File: src/rtl/alu_multicycle.sv
// Multicycle ALU with valid/ready handshakes. Single-cycle logic ops; optional iterative
// mul/div enabled by defining ALU_MULDIV_EN (otherwise their opcodes are illegal).
module alu_multicycle #(
  parameter int unsigned WIDTH = 32,
  parameter int unsigned SHW   = $clog2(WIDTH)
) (
  input  logic             clock,
  input  logic             reset,
  input  logic             in_valid,
  output logic             in_ready,
  input  logic [3:0]       ALUCon,
  input  logic [WIDTH-1:0] DataA,
  input  logic [WIDTH-1:0] DataB,
  output logic             out_valid,
  input  logic             out_ready,
  output logic [WIDTH-1:0] Result,
  output logic             error
);

  typedef enum logic [1:0] {StIdle, StBusy, StDone} state_e;

  state_e           state_q, state_d;
  logic [WIDTH-1:0] result_q, result_d;
  logic             error_q, error_d;

  logic [WIDTH-1:0] sc_result;
  logic             sc_error;
  logic             is_iter;

  // Single-cycle datapath, evaluated straight from the request inputs at accept.
  always_comb begin
    sc_result = '0;
    sc_error  = 1'b0;
    is_iter   = 1'b0;
    case (ALUCon)
      4'b0000: sc_result = DataA & DataB;
      4'b0001: sc_result = DataA | DataB;
      4'b0010: sc_result = DataA + DataB;
      4'b0100: sc_result = ~(DataA | DataB);
      4'b0110: sc_result = DataA - DataB;
      4'b0111: sc_result = {{(WIDTH-1){1'b0}}, (DataA < DataB)};
      4'b1000: sc_result = DataA << DataB[SHW-1:0];
      4'b1001: sc_result = DataA >> DataB[SHW-1:0];
`ifdef ALU_MULDIV_EN
      4'b0011, 4'b0101: is_iter = 1'b1;
`endif
      default: sc_error = 1'b1;
    endcase
  end

`ifdef ALU_MULDIV_EN
  localparam logic [SHW:0] LastCnt = (SHW+1)'(WIDTH);

  // acc: product accumulator (mul) or partial remainder (div, one spare bit).
  // wa: shifted multiplicand (mul) or dividend/quotient (div). wb: multiplier or divisor.
  logic             div_q, div_d;
  logic [SHW:0]     cnt_q, cnt_d;
  logic [WIDTH:0]   acc_q, acc_d;
  logic [WIDTH-1:0] wa_q, wa_d;
  logic [WIDTH-1:0] wb_q, wb_d;
  logic [WIDTH:0]   rem_sh, trial;

  assign rem_sh = {acc_q[WIDTH-1:0], wa_q[WIDTH-1]};
  assign trial  = rem_sh - {1'b0, wb_q};
`endif

  always_comb begin
    state_d  = state_q;
    result_d = result_q;
    error_d  = error_q;
`ifdef ALU_MULDIV_EN
    div_d = div_q;
    cnt_d = cnt_q;
    acc_d = acc_q;
    wa_d  = wa_q;
    wb_d  = wb_q;
`endif
    case (state_q)
      StIdle: begin
        if (in_valid) begin
          if (is_iter) begin
            state_d = StBusy;
`ifdef ALU_MULDIV_EN
            div_d = (ALUCon == 4'b0101);
            cnt_d = '0;
            acc_d = '0;
            wa_d  = DataA;
            wb_d  = DataB;
`endif
          end else begin
            state_d  = StDone;
            result_d = sc_result;
            error_d  = sc_error;
          end
        end
      end
      StBusy: begin
`ifdef ALU_MULDIV_EN
        if (cnt_q != LastCnt) begin
          cnt_d = cnt_q + 1'b1;
          if (div_q) begin
            if (!trial[WIDTH]) begin
              acc_d = trial;
              wa_d  = {wa_q[WIDTH-2:0], 1'b1};
            end else begin
              acc_d = rem_sh;
              wa_d  = {wa_q[WIDTH-2:0], 1'b0};
            end
          end else begin
            acc_d = {1'b0, acc_q[WIDTH-1:0] + (wb_q[0] ? wa_q : '0)};
            wa_d  = wa_q << 1;
            wb_d  = wb_q >> 1;
          end
        end else begin
          // Extra cycle after the last iteration publishes the result.
          state_d = StDone;
          if (div_q) begin
            result_d = (wb_q == '0) ? '1 : wa_q;
            error_d  = (wb_q == '0);
          end else begin
            result_d = acc_q[WIDTH-1:0];
            error_d  = 1'b0;
          end
        end
`else
        state_d = StIdle;
`endif
      end
      StDone: begin
        if (out_ready) state_d = StIdle;
      end
      default: state_d = StIdle;
    endcase
  end

  always_ff @(posedge clock) begin
    if (reset) begin
      state_q  <= StIdle;
      result_q <= '0;
      error_q  <= 1'b0;
    end else begin
      state_q  <= state_d;
      result_q <= result_d;
      error_q  <= error_d;
    end
  end

`ifdef ALU_MULDIV_EN
  always_ff @(posedge clock) begin
    if (reset) begin
      div_q <= 1'b0;
      cnt_q <= '0;
      acc_q <= '0;
      wa_q  <= '0;
      wb_q  <= '0;
    end else begin
      div_q <= div_d;
      cnt_q <= cnt_d;
      acc_q <= acc_d;
      wa_q  <= wa_d;
      wb_q  <= wb_d;
    end
  end
`endif

  assign in_ready  = (state_q == StIdle);
  assign out_valid = (state_q == StDone);
  assign Result    = result_q;
  assign error     = error_q;

endmodule

File: config.mk
export PLATFORM = sky130hd
export DESIGN_NAME = alu_multicycle
export DESIGN_NICKNAME = d
export VERILOG_FILES = /design/src/rtl/alu_multicycle.sv
export SDC_FILE = /design/constraint.sdc
export NUM_CORES = 1
export LEC_CHECK = 0
export CAP_MARGIN = 40
export CORE_MARGIN = 1.5
export CORE_UTILIZATION = 45
export DETAILED_ROUTE_END_ITERATION = 12
export PLACE_DENSITY = 0.65
export SYNTH_ARGS = -nofsm -noshare
export SYNTH_HDL_FRONTEND = slang
export SYNTH_SLANG_ARGS = --single-unit
File: constraint.sdc
create_clock -name clock -period 5.5 [get_ports clock]
set_clock_uncertainty 0.2 [all_clocks]
set_input_delay 0.825 -clock clock [delete_from_list [all_inputs] [get_ports clock]]
set_output_delay 0.825 -clock clock [all_outputs]
set_load 0.02 [all_outputs]
After elaboration in Yosys (flattened, before gate mapping). Index checks and enable logic that the tools add are counted.

Add/sub/neg operators: 2. Order comparisons: 1. Reductions and logical operators: 5. Muxes and demuxes: 5. Bitwise logic cells: 3. Equal/unequal tests: 10. Shifts and indexed selects: 2.

Operator list (number): one-hot mux 32 bit (8 select lines) (1); adder 32 bit (1); bitwise AND 32 bit (1); less-than comparator 32 bit (1); NOT 32 bit (1); bitwise OR 32 bit (1); left shift 32 x 5 -> 32 bit (1); >> shifter 32 x 5 -> 32 bit (1); subtractor 32 bit (1); equality test 4 x 3 -> 1 bit, second input constant (3); equality test 4 bit, second input constant (2); OR reduction 8 bit (1); equality test 4 x 1 -> 1 bit, second input constant (1); equality test 4 x 2 -> 1 bit, second input constant (1); logical NOT 4 bit (1); 2-to-1 mux 2 bit (2); one-hot mux 2 bit (2 select lines) (1); AND reduction 2 bit (2); equality test 2 bit, second input constant (1); logical NOT 2 bit (1); inequality test 2 x 1 -> 1 bit, second input constant (1); inequality test 2 bit, second input constant (1); 2-to-1 mux 1 bit (1).

Register bits after elaboration: 35. Output and inout bits: 35. Input bits: 72. Word-level logic and storage cells: 31.

Depth between registers and ports, before layout. Gate-level depths: netlist of run 1.

Word-level depth: 3. Mapped depth: 16. Depth with buffers taken out: 13.

Worst setup path after synthesis of run 1. OpenSTA, ideal clock, no wires.

Kind: input port to flip-flop. From: input DataB[1]. To: register result_q[23] (netlist: Result[23]). Data required time: 5.177 ns. Library setup time: 0.123 ns. Arrival: 4.375 ns. Path buffers: 4. Cell stages on the path: 16. Setup slack: 0.801 ns. Cells stage by stage: clkbuf_1 > inv_2 > buf_1 > clkbuf_1 > buf_2 > ha_1 > a21o_1 > a31o_1 > a311oi_2 > o21ai_1 > a21o_1 > a211oi_2 > nor2_1 > a211o_1 > a221oi_1 > o21ai_1.

Longest elaborated chain between the ends: 2. Elaborated cells on any way between the ends: 5. Classes of those cells: add/sub: 2; shift: 2; mux: 1.

RTL lines: start, declared (line 13) `input logic [WIDTH-1:0] DataB,`; subtractor 32 bit (tied with other cells) (line 40) `4'b0110: sc_result = DataA - DataB;`; one-hot mux 32 bit (8 select lines) (*) (line 35) `case (ALUCon)`; end signal, assigned (line 143) `result_q <= result_d;`; end, declared (line 23) `logic [WIDTH-1:0] result_q, result_d;`.

Every way passes the cells marked *; elsewhere a longest branch is shown, timed or not. A chain may end at the register's enable or synchronous reset.

Worst setup path in the final report of run 1.
From: input DataA[1]. To: register result_q[29] (netlist: Result[29]).

Longest elaborated chain between the ends: 2. Elaborated cells on any way between the ends: 5. Classes of those cells: add/sub: 2; shift: 2; mux: 1.

RTL lines: start, declared (line 12) `input logic [WIDTH-1:0] DataA,`; subtractor 32 bit (tied with other cells) (line 40); one-hot mux 32 bit (8 select lines) (*) (line 35).

Marks and branches as above.

==> results of run 1 <==
-- metrics by stage --
| step | power (mW) | worst slack (ns) | hold WS, ns |
|---|---|---|---|
| after detailed placement | 1.27 | 0.665 | 0.249 |
| after global placement | 1.27 | 0.708 | 0.240 |
| final | 1.71 | 0.897 | 0.258 |
| after global routing | 1.77 | 0.672 | 0.280 |
| after floorplan | 0.898 | 0.801 | 0.325 |
| after CTS | 1.67 | 0.975 | 0.257 |
-- final timing paths --
path / cells after the start / to / from / slack, ns
min: 2 / Result[12] / Result[12] / 0.26
max reg2reg: 11 / Result[30] / state_q[1] / 2.83
min reg2reg: 2 / Result[12] / Result[12] / 0.26
max: 13 / Result[29] / DataA[1] / 0.90
-- final cells by class --
class | instances | share of cell area
timing repair buffer | 153 | 0.129
tap | 270 | 0.0307
inverter | 102 | 0.0348
clock inverter | 3 | 0.00625
clock buffer | 5 | 0.0114
multi-input combinational | 1126 | 0.726
sequential | 34 | 0.0618
antenna | 1 | 0.000227
-- cells by family (layout without fill, tap and decap cells) --
group,count (synthesis),in the layout,synth area share
flops,34,34,0.0721
fa+ha+maj,103,103,0.138
mux,84,84,0.139
compound gates,502,502,0.361
buf+inv,201,263,0.0835
simple gates,428,428,0.198
xor+xnor,9,9,0.00835
other cells,0,1,0
-- registers in the layout (all words and copies together), names as in the netlist --
name     count
error        1
state_q      1
Result      32
-- critical path, stage by stage --
cell	delay [ns]
clkdlybuf4s50_1	0.61
inv_1	0.17
ha_1	0.34
o21bai_1	0.22
o211ai_1	0.16
a2111oi_1	0.65
o31a_1	0.31
o31ai_4	0.11
o21ai_4	0.26
a21oi_4	0.11
o41ai_1	0.46
mux2i_1	0.24
a22oi_1	0.09
-- routing by layer --
| layer | part of all wire | GRT usage | vias to the layer above |
|---|---|---|---|
| li1 | - | - | 5192 |
| met1 | 0.38 | 0.528 | 5425 |
| met2 | 0.45 | 0.681 | 817 |
| met3 | 0.096 | 0.0719 | 179 |
| met4 | 0.072 | 0.244 | 0 |
| met5 | 0 | 0 | - |
-- cells in the final DEF, fill, tap and decap left out, drive strengths merged, types with 18 or more instances in the layout --
| master | count |
|---|---|
| o21ai | 86 |
| ha | 101 |
| a21oi | 142 |
| o211ai | 21 |
| clkdlybuf4s50 | 102 |
| nor2 | 139 |
| mux2i | 40 |
| mux4 | 37 |
| a221oi | 30 |
| a211oi | 28 |
| nand3 | 21 |
| inv | 101 |
| o22ai | 18 |
| nor3 | 25 |
| a21o | 23 |
| dfxtp | 34 |
| nand2 | 174 |
| buf | 51 |
-- report_power, final --
part,switching [mW],internal [mW]
logic,0.673,0.376
clock network,0.135,0.261
registers,0.00586,0.256
total,0.814,0.893
==> results.tsv, run 1 <==
stage	metric	value	unit
global_routing	Congestion Overflow GR	0	
final_layout	fill cell count	2040	
worst_setup_path	CP endpoint kind	flip-flop	
synthesis	top cells by area, synth	ha_1 (13%), mux4_2 (8.8%), a21oi_1 (7.5%)	
synthesis	yosys warns	0	
cts	H-tree Lvls	2	
route	post-route antenna net violation count	0	
worst_setup_path	CP Launch Type	input port	
route	DRT Pass-1 Iters	6	
floorplan	die footprint	21900	um^2
synthesis	top post-synthesis cells by count	nand2_1 (174), a21oi_1 (141), nor2_1 (139)	
synthesis	most common flop cell mapped by yosys	dfxtp_1	
synthesis	Cell variety after synth	76	
sta	Fin Setup TNS	0	ns
global_routing	antenna violations before repair	0	
route	DR DRC count	0	
placed_design	DP Wirelength	36400	um
floorplan	Core ar.	20400	um^2
final_layout	Final Cell Area	11000	um^2
sta	final slew viol count	0	
cts	Skew-Pair Late Insertion Delay	0.29	ns
sta	final setup violating endpoints	0	
global_routing	vias in the first global route	10600	
global_routing	first-pass GRT wire length	69100	um
route	per-cell routed wire length	27.7	um
route	via count	11600	
outcome	outcome	finished clean	
sta	RSZ-0062 raised after global routing	no	
final_layout	Area Overhead vs Synth	16.6	%
route	First DRT Iteration DRCs	1592	
final_layout	nets	1597	
placed_design	RePlAce Congestion	1.06	
global_routing	largest net degree at the start of global routing	73	
cts	post_cts resized	0	
final_layout	layout cells sized above 1	0.0871	
hold_path	Min-Delay Path Class	flip-flop to flip-flop	
placed_design	Cell Area, Placed	10800	um^2
cts	CTS tree	done	
cts	clk root buf	clkbuf_16	
power	PwrDens	155	nW/um^2
floorplan	width of the die	148	um
synthesis	Mapped Avg Cell Area	6.93	um^2
synthesis	Syn Nets	1536	
sta	Worst slew margin	0.363	
floorplan	I/O pin count	107	
cts	clock net sink count	34	
floorplan	Die Height	148	um
cts	TritonCTS Buffers	5	
synthesis	Synth area leader	ha_1	
placed_design	dpl cells	1684	
synthesis	Cell Area, Synth	9440	um^2
synthesis	most numerous cell in the Yosys netlist	nand2_1	
cts	Clk pin slew, worst setup/hold paths	0.07	ns
final_layout	Finished Layout Cells	1694	
cts	CTS Buffer Depth	2	
floorplan	row cnt	52	
sta	Fin. Hold Viols	0	
worst_setup_path	Crit Path Class	input port to flip-flop	
power	maximum vdd drop	0.000121	V
worst_setup_path	required time worst endpoint	5.47	ns
route	drt total wl	46900	um
power	Static Leak	4.59	nW
global_routing	GRT Total Usage	0.421	
sta	fin crit period	4.60	ns
synthesis	top-area cell type share of the netlist area	0.134	
placed_design	# port buffers	106	
final_layout	FF+latch area	681	um^2
worst_setup_path	critical path peak fanout	7	
job	Max Cap Violations	0	
sta	period utilisation layout	0.837	
synthesis	cells after synthesis	1361	
route	Vias/cell	6.86	
final_layout	area of the multi-input gates	7990	um^2
synthesis	post-synthesis async set-or-reset flop share	0	
worst_setup_path	CP arrival	4.57	ns
cts	# Post-CTS Setup Buffers	0	
cts	CTS Hold Bufs	0	
sta	FMAX	0.217	GHz
sta	Worst Tran Pin Value	0.950	ns
floorplan	Initial Util	0.462	
final_layout	Core Util, Final	0.539	
synthesis	Seq/Total Area, Yosys	0.0721	
synthesis	#FFs+latches synth	34	
synthesis	number of flops mapped to enable cells by yosys	0	
Note: power is estimated with default switching activity, not from simulation.
==> run 2: changes to the inputs <==
--- a/config.mk
+++ b/config.mk
@@ -9,7 +9,7 @@
 export CORE_MARGIN = 1.5
 export CORE_UTILIZATION = 45
 export DETAILED_ROUTE_END_ITERATION = 12
-export PLACE_DENSITY = 0.65
+export PLACE_DENSITY = 0.68
 export SYNTH_ARGS = -nofsm -noshare
 export SYNTH_HDL_FRONTEND = slang
 export SYNTH_SLANG_ARGS = --single-unit
==> constraint.sdc (replaced) <==
create_clock -name clock -period 3.85 [get_ports clock]
set_clock_uncertainty 0.2 [all_clocks]
set_input_delay 0.5775 -clock clock [delete_from_list [all_inputs] [get_ports clock]]
set_output_delay 0.5775 -clock clock [all_outputs]
set_load 0.02 [all_outputs]
==> run 2 against run 1 <==
  * Worst hold slack got worse by 0.0087 ns
  * Critical path depth did not move
  * Global-route usage rose by 1.6 points
  * Critical path type unchanged
  * Critical endpoint is now Result[28]
  * Highest routed layer unchanged
==> results.tsv, run 2 (synthesis results as in run 1) <==
stage	metric	value	unit
floorplan	Initial Util	0.462	
floorplan	Core ar.	20400	um^2
sta	final setup margin	0.102	ns
route	DRT Pass-1 Iters	6	
final_layout	max FFs per register	32	
final_layout	Final Cell Area	12900	um^2
final_layout	commonest cells after routing, fill and taps aside	buf_4 (247), nand2_1 (174), a21oi_1 (136), nor2_1 (136), clkdlybuf4s50_1 (96)	
floorplan	row cnt	52	
cts	Clk pin slew, worst setup/hold paths	0.07	ns
cts	TritonCTS Buffers	5	
floorplan	I/O pin count	107	
cts	CTS Buffer Depth	2	
floorplan	die footprint	21900	um^2
sta	Fin. Hold Viols	0	
global_routing	largest net degree at the start of global routing	78	
global_routing	antenna violations before repair	0	
final_layout	commonest non-fill, non-tap cell in the layout	buf_4	
route	First DRT Iteration DRCs	1523	
route	post-route antenna net violation count	0	
sta	FMAX	0.267	GHz
route	DR DRC count	0	
global_routing	Congestion Overflow GR	0	
floorplan	width of the die	148	um
power	PwrDens	214	nW/um^2
cts	Skew-Pair Late Insertion Delay	0.29	ns
cts	CTS tree	done	
worst_setup_path	CP Cell Sequence	clkdlybuf4s50_1 -> inv_1 -> ha_1 -> nor4_4 -> nand4_1 -> a31oi_1 -> a211oi_2 -> or4_4 -> a311o_1 -> or3_4 -> nand3_2 -> o2111ai_1 -> a21oi_1	
outcome	outcome	finished clean	
worst_setup_path	critical path peak fanout	2	
global_routing	vias in the first global route	11900	
floorplan	Die Height	148	um
worst_setup_path	CP bufs+invs	2	
final_layout	layout cells sized above 1	0.232	
sta	final setup violating endpoints	0	
placed_design	# port buffers	106	
sta	period utilisation layout	0.974	
power	Static Leak	5.70	nW
route	drt total wl	48800	um
worst_setup_path	reg-to-reg startpoint	state_q[1]	
hold_path	Min-Delay Path Class	flip-flop to flip-flop	
final_layout	Area Overhead vs Synth	37.2	%
final_layout	Finished Layout Cells	1900	
placed_design	Cell Area, Placed	12300	um^2
worst_setup_path	Crit Path Class	input port to flip-flop	
worst_setup_path	R2R cell count	9	
sta	Worst slew margin	0.378	
sta	final slew viol count	0	
placed_design	pre-CTS setup slack	-0.595	ns
global_routing	GRT Total Usage	0.438	
placed_design	dpl cells	1877	
cts	H-tree Lvls	2	
worst_setup_path	required time worst endpoint	3.89	ns
cts	clk root buf	clkbuf_16	
cts	CTS Hold Bufs	0	
global_routing	first-pass GRT wire length	72400	um
placed_design	DP Wirelength	38600	um
power	maximum vdd drop	0.000157	V
worst_setup_path	CP max stage delay	0.47	ns
worst_setup_path	Worst R2R Setup Slack	1.51	ns
route	per-cell routed wire length	25.7	um
cts	clock net sink count	34	
worst_setup_path	Setup crit start	DataA[14]	
worst_setup_path	crit path capture	Result[28]	
worst_setup_path	Worst path top cell family by delay	simple AND/OR/NAND/NOR gates	
worst_setup_path	Worst path slowest cell	clkdlybuf4s50_1	
route	Vias/cell	6.57	
final_layout	nets	1803	
route	via count	12500	
worst_setup_path	CP Launch Type	input port	
worst_setup_path	critical path depth in cells	13	
worst_setup_path	CP endpoint kind	flip-flop	
placed_design	RePlAce Congestion	1.08	
sta	Worst Tran Pin Value	0.933	ns
worst_setup_path	worst flop-to-flop path endpoint	Result[29]	
worst_setup_path	CP arrival	3.79	ns
sta	fin crit period	3.75	ns
job	Max Cap Violations	0	
[run 2: changes by cell type in the layout (fill, tap and decap cells not counted), sizes merged]
cell           previous run  this run
dlymetal6s2s              0         5
dlygate4sd2               0         1
clkdlybuf4s50           102        96
buf                      51       257
[run 2: area by class of cell]
cell class                 instances  area [um^2]
multi-input combinational       1126         8320
fill                            1896         7480
timing repair buffer             359         3020
sequential                        34          681
inverter                         102          385
tap                              270          338
clock buffer                       5          125
clock inverter                     3         68.8
antenna                            1         2.50
[run 2: worst min path at each step]
stage | startpoint | cells past startpoint | to
2_1_floorplan | Result[11] | 2 | Result[11]
3_3_place_gp | Result[12] | 2 | Result[12]
3_5_place_dp | Result[6] | 2 | Result[6]
4_1_cts | Result[6] | 2 | Result[6]
5_1_grt | Result[12] | 2 | Result[12]
6_report | Result[6] | 2 | Result[6]
[run 2: worst min-delay path, cell delays in order (launching register included)]
cell,delay [ns]
dfxtp_1,0.31
nand2_1,0.05
o21ai_1,0.05
[run 2: per-layer routing]
layer  part of all wire  global-route usage  vias up
met5                  0                   0        -
met3              0.091              0.0586      198
li1                   -                   -     5615
met4              0.078               0.285        0
met2               0.45               0.708      849
met1               0.38               0.546     5830
[run 2: metrics by stage]
stage	setup TNS, ns	power (mW)	util	hold WS (ns)
2_1_floorplan	-0.0175	1.29	-	0.325
3_3_place_gp	-4.54	2.05	0.602	0.238
3_5_place_dp	-4.79	2.05	0.602	0.243
4_1_cts	-0.0248	2.65	0.618	0.251
5_1_grt	-0.0580	2.88	0.634	0.272
6_report	0	2.77	0.634	0.249
[run 2: report_power, final]
group	leakage [nW]	switching [mW]	internal [mW]
Sequential	0.276	0.0100	0.365
Combinational	5.33	1.06	0.772
Clock	0.0940	0.195	0.373
[run 2: what timing repair did]
item                                    CTS  global route
hold endpoints to repair                  0             0
endpoints found under the setup margin    6            18
cloned                                    0             0
resized for setup                        10            59
buffers inserted                         10             5
pin swaps                                10            26
==> run 3: changes to the inputs <==
--- a/config.mk
+++ b/config.mk
@@ -9,7 +9,8 @@
 export CORE_MARGIN = 1.5
 export CORE_UTILIZATION = 45
 export DETAILED_ROUTE_END_ITERATION = 12
-export PLACE_DENSITY = 0.68
+export DONT_BUFFER_PORTS = 1
+export PLACE_DENSITY = 0.61
 export SYNTH_ARGS = -nofsm -noshare
 export SYNTH_HDL_FRONTEND = slang
 export SYNTH_SLANG_ARGS = --single-unit
==> run 3 against run 2 <==
  * Combinational power shrank 29%
  * Worst setup slack gained 0.21 ns
  * Utilization shrank 14 points
  * Final area shrank 22%
  * Critical path type unchanged
  * Non-clock buffer count shrank 290
  * Global-route usage shrank 2.4 points
  * Clock power shrank 28%
  * Largest power group unchanged
  * Flip-flop and latch count is the same
  * First-iteration DRC count shrank 17%
  * Via count shrank 9.2%
  * Cell count shrank 15%
  * Worst hold slack lost 0.091 ns
==> results.tsv, run 3 (synthesis results as in run 1) <==
stage	metric	value	unit
outcome	outcome	finished clean	
worst_setup_path	CP max stage delay	0.48	ns
cts	Clk pin slew, worst setup/hold paths	0.06	ns
cts	CTS tree	done	
worst_setup_path	CP Launch Type	input port	
hold_path	Min-Delay Path Class	input port to flip-flop	
placed_design	# port buffers	0	
sta	final setup violating endpoints	0	
global_routing	grt met2 use	0.649	
sta	final setup margin	0.312	ns
final_layout	Finished Layout Cells	1608	
global_routing	Congestion Overflow GR	0	
final_layout	Core Util, Final	0.492	
cts	CTS Hold Bufs	0	
final_layout	layout cells sized above 1	0.106	
sta	final slew viol count	0	
placed_design	dpl cells	1601	
final_layout	commonest cells after routing, fill and taps aside	nand2_1 (174), a21oi_1 (141), nor2_1 (138), ha_1 (101), inv_1 (94)	
final_layout	max FFs per register	32	
floorplan	Die Height	148	um
worst_setup_path	Worst path slowest cell	a2111oi_1	
global_routing	first-pass GRT wire length	67600	um
cts	CTS Buffer Depth	2	
final_layout	nets	1513	
cts	TritonCTS Buffers	5	
floorplan	row cnt	52	
route	First DRT Iteration DRCs	1259	
worst_setup_path	Worst path top cell family by delay	compound AO/OA/AOI/OAI gates	
route	per-cell routed wire length	28.8	um
worst_setup_path	critical path peak fanout	7	
floorplan	die footprint	21900	um^2
cts	Skew-Pair Late Insertion Delay	0.29	ns
final_layout	fill cell count	2185	
route	Vias/cell	7.05	
route	post-route antenna net violation count	0	
route	via count	11300	
sta	fin crit period	3.54	ns
global_routing	GR Util met1	0.514	
floorplan	Initial Util	0.462	
global_routing	antenna violations before repair	0	
placed_design	RePlAce Congestion	1.01	
final_layout	diodes inserted	0	
worst_setup_path	CP arrival	3.50	ns
power	Static Leak	4.27	nW
sta	Fin Setup TNS	0	ns
worst_setup_path	CP bufs+invs	2	
sta	Worst Tran Pin Value	0.843	ns
route	drt total wl	46400	um
final_layout	commonest non-fill, non-tap cell in the layout	nand2_1	
global_routing	GRT met3 Usage	0.0892	
worst_setup_path	CP Cell Sequence	inv_1 -> ha_1 -> o21bai_1 -> o211ai_1 -> a2111oi_1 -> buf_4 -> o31a_1 -> o31ai_4 -> o21ai_4 -> a21oi_4 -> o41ai_1 -> mux2i_1 -> a22oi_1	
cts	clock net sink count	34	
cts	post_cts resized	0	
placed_design	pre-CTS setup slack	0.0724	ns
sta	RSZ-0062 raised after global routing	no	
global_routing	Top Usage Layer GRT	met2	
final_layout	Area Overhead vs Synth	6.48	%
worst_setup_path	CP endpoint kind	flip-flop	
power	maximum vdd drop	0.000152	V
global_routing	vias in the first global route	10600	
sta	FMAX	0.283	GHz
worst_setup_path	Crit Path Class	input port to flip-flop	
worst_setup_path	required time worst endpoint	3.81	ns
cts	clk root buf	clkbuf_16	
global_routing	largest net degree at the start of global routing	85	
floorplan	width of the die	148	um
power	total chip power	2.11	mW
sta	Fin. Hold Viols	0	
power	PwrDens	210	nW/um^2
floorplan	I/O pin count	107	
cts	H-tree Lvls	2	
cts	# Post-CTS Setup Buffers	0	
route	DRT Pass-1 Iters	6	
job	Max Cap Violations	0	
placed_design	DP Wirelength	36400	um
floorplan	Core ar.	20400	um^2
route	DR DRC count	0	
global_routing	GRT Total Usage	0.413	
sta	period utilisation layout	0.919	
sta	Worst slew margin	0.437	
run 3: cell types whose count changed in the layout (fill, tap and decap cells not counted), sizes merged:
cell / previous run / this run
bufinv: 2 / 0
diode: 1 / 0
dlygate4sd2: 1 / 0
clkinv: 2 / 3
buf: 257 / 69
clkdlybuf4s50: 96 / 0
dlymetal6s2s: 5 / 0
run 3: layout make-up:
class	instances	area (um^2)	share of cell area
well taps	270	338	0.0336
clock buffers	5	125	0.0125
flip-flops and latches	34	681	0.0677
clock inverters	2	10.0	0.000996
inverters	102	385	0.0383
repair buffers	69	518	0.0515
multi-input cells	1126	7990	0.795
run 3: path summary, 6_finish.rpt:
path	start	end	slack (ns)	depth (start not counted)
worst max register to register	state_q[1]	Result[25]	1.12	9
worst min-delay path	reset	Result[1]	0.16	1
worst min register to register	Result[12]	Result[12]	0.36	2
worst max-delay path	DataA[1]	Result[29]	0.31	13
run 3: metal layers:
metal / share of wire / up-vias
li1: - / 5017
met1: 0.37 / 5341
met2: 0.44 / 797
met3: 0.11 / 186
met4: 0.077 / 0
met5: 0 / -
run 3: metrics by stage:
stage               hold slack, ns  area [um^2]
finish                       0.157        10000
global route                 0.157        10000
CTS                          0.147        10000
detailed placement           0.352         9910
global placement             0.347         9910
floorplan                    0.325         9490
run 3: power by group:
group	switching [mW]	internal, mW	total [mW]
Combinational	0.817	0.485	1.30
Clock	0.177	0.234	0.411
Sequential	0.0275	0.366	0.393
Total	1.02	1.09	2.11
